## config.mk

```make
export PLATFORM = sky130hd
export DESIGN_NAME = send_numbers
export DESIGN_NICKNAME = d
export VERILOG_FILES = /design/src/rtl/send_numbers.sv
export SDC_FILE = /design/constraint.sdc
export NUM_CORES = 1
export LEC_CHECK = 0
export ABC_AREA = 1
export BUFFER_PORTS_ARGS = -buffer_cell sky130_fd_sc_hd__buf_2
export CAP_MARGIN = 20
export CORE_MARGIN = 1
export CORE_UTILIZATION = 55
export CTS_CLUSTER_SIZE = 25
export DETAILED_ROUTE_END_ITERATION = 10
export PLACE_DENSITY = 0.93
export SYNTH_ARGS = -nofsm -noshare
export SYNTH_HDL_FRONTEND = slang
export SYNTH_SLANG_ARGS = --single-unit
```

## constraint.sdc

```tcl
create_clock -name clk -period 2.9 [get_ports clk]
set_input_delay 0.29 -clock clk [delete_from_list [all_inputs] [get_ports clk]]
set_output_delay 0.29 -clock clk [all_outputs]
set_load 0.05 [all_outputs]
```

## src/rtl/send_numbers.sv

```systemverilog
// Transmit-side formatter: latches an NDIGITS hex value and writes it to the UART TX FIFO as ASCII, MSD first.
// Define SEND_NUMBERS_CRLF_EN to append a CR/LF terminator (TERM state) to every sequence.
module send_numbers #(
  parameter int NDIGITS = 4
) (
  input  logic                   clk,
  input  logic                   rst_n,
  input  logic                   start,
  input  logic [4*NDIGITS-1:0]   value,
  input  logic                   tx_full,
  output logic                   wr_uart,
  output logic [7:0]             w_data,
  output logic                   busy,
  output logic                   done
);

  localparam int W  = 4 * NDIGITS;
  localparam int CW = $clog2(NDIGITS + 1);

  typedef enum logic [1:0] {
    IDLE = 2'd0,
    SEND = 2'd1,
`ifdef SEND_NUMBERS_CRLF_EN
    TERM = 2'd2,
`endif
    DONE = 2'd3
  } state_t;

  state_t          state_q, state_d;
  logic [W-1:0]    shift_q;
  logic [CW-1:0]   cnt_q;
`ifdef SEND_NUMBERS_CRLF_EN
  logic            term_q;
`endif

  function automatic logic [7:0] to_ascii(input logic [3:0] nib);
    if (nib < 4'd10) return {4'h3, nib};
    else             return 8'h37 + {4'h0, nib};
  endfunction

  always_ff @(posedge clk or negedge rst_n) begin
    if (!rst_n) state_q <= IDLE;
    else        state_q <= state_d;
  end

  // Datapath only advances on an actual FIFO write, so a stall freezes everything.
  always_ff @(posedge clk or negedge rst_n) begin
    if (!rst_n) begin
      shift_q <= '0;
      cnt_q   <= '0;
`ifdef SEND_NUMBERS_CRLF_EN
      term_q  <= 1'b0;
`endif
    end else begin
      case (state_q)
        IDLE: begin
          if (start) begin
            shift_q <= value;
            cnt_q   <= CW'(NDIGITS);
`ifdef SEND_NUMBERS_CRLF_EN
            term_q  <= 1'b0;
`endif
          end
        end
        SEND: begin
          if (!tx_full) begin
            shift_q <= shift_q << 4;
            cnt_q   <= cnt_q - CW'(1);
          end
        end
`ifdef SEND_NUMBERS_CRLF_EN
        TERM: begin
          if (!tx_full) term_q <= ~term_q;
        end
`endif
        default: ;
      endcase
    end
  end

  always_comb begin
    state_d = state_q;
    wr_uart = 1'b0;
    w_data  = 8'h00;
    busy    = (state_q != IDLE);
    done    = 1'b0;
    case (state_q)
      IDLE: begin
        if (start) state_d = SEND;
      end
      SEND: begin
        w_data  = to_ascii(shift_q[W-1 -: 4]);
        wr_uart = !tx_full;
        if (!tx_full && cnt_q == CW'(1)) begin
`ifdef SEND_NUMBERS_CRLF_EN
          state_d = TERM;
`else
          state_d = DONE;
`endif
        end
      end
`ifdef SEND_NUMBERS_CRLF_EN
      // term_q selects CR first, then LF.
      TERM: begin
        w_data  = term_q ? 8'h0A : 8'h0D;
        wr_uart = !tx_full;
        if (!tx_full && term_q) state_d = DONE;
      end
`endif
      DONE: begin
        done    = 1'b1;
        state_d = IDLE;
      end
      default: state_d = IDLE;
    endcase
  end

endmodule

```

# Word level (Yosys, flattened, before mapping)
# Cells that the tools add are included.
# word_totals
regBits,21
latchBits,0
ramBits,0
romBits,0
inputBits,20
out_inout_bits,11
wordCells,32
memories,0
# op_classes
addsub,2
n_mul,0
div,0
magnitude_cmp,1
eq_ne,6
shift,0
mux,13
bitwise,0
reduce_logical,7
# op_table
operator,n
2-to-1 mux 16 bit,2
case mux 16 bit (2 select lines),1
2-to-1 mux 8 bit,1
adder 6 x 4 -> 7 bit (first input constant),1
2-to-1 mux 7 bit,1
2-to-1 mux 3 bit,2
inequality test 2 bit (second input constant),3
case mux 3 bit (2 select lines),1
< comparator 4 bit (second input constant),1
2-to-1 mux 2 bit,2
case mux 2 bit (2 select lines),1
nonzero test 2 bit,2
equality test 3 x 1 -> 1 bit (second input constant),1
AND reduction 3 bit,1
subtractor 3 x 1 -> 3 bit (second input constant),1
equality test 2 x 1 -> 1 bit (second input constant),1
equality test 2 bit (second input constant),1
zero test 2 bit,1
2-to-1 mux 1 bit,2
AND reduction 2 bit,1
logical AND 1 bit,1
zero test 1 bit,1

# Depth between registers and ports, before layout
# logic_depth
ltp_word,4
ltp_mapped,7

# Least setup slack after synthesis
# Ideal clock, no wire load.
# synth_path
kind,reg-to-output
startpoint,register state_q[1]
endpoint,output port w_data[3]
arrival_ns,1.873
required_time_ns,2.610
setup_slack_ns,0.737
stages_incl_launch_ff,5
path_buffers,1
path_cell_list,dfrtp_1 inv_1 nand2_2 buf_4 nor3_1
# synth_between
elab_chain_cells,2
# synth_lines
element,line_no,rtl
"start, declared",29,"state_t state_q, state_d;"
"start signal, assigned",43,else state_q <= state_d;
equality test 2 x 1 -> 1 bit,87,case (state_q)
2-to-1 mux 8 bit,87,
"end, declared",12,"output logic [7:0] w_data,"
# Every way passes these cells.

# Final worst setup path
# layout_path
startpoint,register state_q[1]
endpoint,output port wr_uart
# layout_between
elab_chain_cells,2
# layout_lines
element,line_no,rtl
equality test 2 x 1 -> 1 bit,87,
2-to-1 mux 1 bit,87,
"end, declared",11,"output logic wr_uart,"
# Every way passes these cells.

==> impl_results.md <==
- Endpoints failing setup: 0
- Die H: 49.2 um
- Vias per cell: 4.77
- Placed cell area: 0.00136 mm^2
- Top Metal Used: met4
- Placed Cells: 230
- Max cap viols: 0
- H-tree Lvls: 1
- Die area: 0.00242 mm^2
- Reg2reg end: shift_q[13]$_DFFE_PN0P_
- Yosys warns: 0
- VDD IR max: 0.000596 V
- Setup Fix Bufs, Post-CTS: 0
- Cell area power density: 1060 mW/mm^2
- Worst reg2reg path depth: 5
- Setup WS pre-CTS: 1.05 ns
- Worst Hold Path EP: shift_q[3]$_DFFE_PN0P_
- Worst Skew: 0.00714 ns
- Ys async rst share: 100%
- RSZ-0062 raised after global routing: no
- Largest net degree at the start of global routing: 23
- IO Port Bufs: 29
- Period utilization: 75.9%
- Min Hold Slack: 0.188 ns
- First-pass GRT wire length: 4.17 mm
- Crit Path Max Fanout: 22
- Total CTS buffers: 3
- Leakage: 0.876 nW
- Setup TNS: 0 ns
- Met1 wire length: 1.10 mm
- Share of layout cells above drive strength 1: 18.3%
- Post-synth top cells: nand2_1 (90), nand3_1 (22), dfrtp_1 (21)
- Netlist cell types: 16
- First-pass detailed-route iteration total: 4
- Routed length on met3: 140 um
- Antenna violations before repair: 0
- Fin util: 68.8%
- Synth top area share: 42.9%
- Core footprint: 0.00202 mm^2
- Clock sink count: 21
- Root buffer cell: clkbuf_4
- Hold Startpoint: value[3]
- Worst Path Required: 2.61 ns
- Clk buf depth: 2
- Most common flop cell mapped by yosys: dfrtp_1
- Final Cell Area: 0.00139 mm^2
- Setup WS post-layout: 0.700 ns
- Die width: 49.2 um
- Status: completed
- Drt total wl: 2.32 mm
- Metal2 WL: 1.07 mm
- N_diodes: 0
- Area growth from synthesis to layout: 13.6%
- Mapped Avg Cell Area: 6.77 um^2
- Pwr Total: 1.48 mW
- Layout Cells excl Fill: 235
- Vias: 1122
- Sequential share of the synthesized area: 42.9%
- Top post-synthesis cells by area: dfrtp_1 (43%), nand2_1 (28%), nand3_1 (9.0%)
- Count of final hold-check violations: 0
- Number of flops mapped to enable cells by yosys: 0
- Crit path capture type: output pin
- # resized after CTS: 0
- DP HPWL: 1.60 mm
- GRT overflow: 0
- Net Count, Synth: 204
- GPL Wtd Cong: 0.773
- Fin nets: 232
- Top Ports: 31
- Hold buffers post-CTS: 1
- Worst skew pair latency: 0.30 ns
- Critical path data arrival time: 1.91 ns
- HP Class: in2reg
- Hold path depth: 3
- Worst-path clk slew: 0.12 ns
- R2R Setup Slk: 1.20 ns
- Syn Inst Count: 181
- Initial core utilization: 60.6%
- Vias in the first global route: 1031
- Crit path launch type: flip-flop
- Detailed-route wire length per cell: 9.86 um
- Synth area leader: dfrtp_1
- Count leader, synth: nand2_1
- ANT nets after route: 0
- Fin crit period: 2.20 ns
- Max Clk Rate: 0.454 GHz
- CP Class: reg2out
- TritonCTS clock tree: done
- FP Rows: 16
- Synthesized area: 0.00122 mm^2
- Register bit total from synthesis: 21
- Worst r2r src: state_q[1]$_DFFE_PN0P_
- Fin. max-slew vios: 0
- DRC viols: 0
- Total track usage: 22.0%
- Drt first-iter violations: 24
## flip-flops by register name (all words and copies together), names as in the netlist
name     cells
shift_q     16
cnt_q        3
state_q      2
## critical path, cell delays in order, from the launching register on
cell and delay [ns]:
dfrtp_1 0.44, nor2_4 0.36, nand2_2 0.34, inv_1 0.18, buf_2 0.28
## cell families after synthesis
logic type                 count (synthesis)  synth area share (%)
other                                      1                 0.306
buffers and inverters                     27                  10.4
AOI/OAI and AO/OA                          2                 0.816
adders and majority gates                  3                  3.06
and+or+nand+nor                          127                  42.5
DFF                                       21                  42.9
## routing by layer
metal  vias up  track usage [%]
met4         0             8.33
met3         2             2.18
met1       489             28.9
li1        599                -
met2        32             37.2
met5         -                0
## power by group
part | internal [mW] | total (mW) | switching [mW] | leakage [nW]
Clock | 0.0535 | 0.139 | 0.0851 | 0.0150
Sequential | 0.399 | 0.482 | 0.0832 | 0.276
Combinational | 0.239 | 0.860 | 0.620 | 0.586
## layout by cell type (no fill, tap or decap), types with 3 or more instances in the layout
cell type,instances
nor2_1,10
inv_1,18
dfrtp_1,21
nand2_2,3
nand3_1,22
clkbuf_4,3
nand2_1,90
ha_1,3
buf_2,29
## worst max-delay path by stage
stage	startpoint	end	slack, ns	cells past startpoint
6_report	state_q[1]$_DFFE_PN0P_	wr_uart	0.70	4
5_1_grt	state_q[1]$_DFFE_PN0P_	wr_uart	0.53	4
3_5_place_dp	state_q[1]$_DFFE_PN0P_	wr_uart	1.05	4
2_1_floorplan	state_q[1]$_DFFE_PN0P_	w_data[3]	0.74	4
4_1_cts	state_q[1]$_DFFE_PN0P_	wr_uart	0.70	4
3_3_place_gp	state_q[0]$_DFFE_PN0P_	wr_uart	1.08	5
## area by class of cell
class                   instances  area, um^2
fillers                       185         631
multi-input cells             133         572
flip-flops and latches         21         526
repair buffers                 31         163
inverters                      19        71.3
well taps                      27        33.8
clock buffers                   4        26.3
Note: power is estimated with default switching activity, not from simulation.
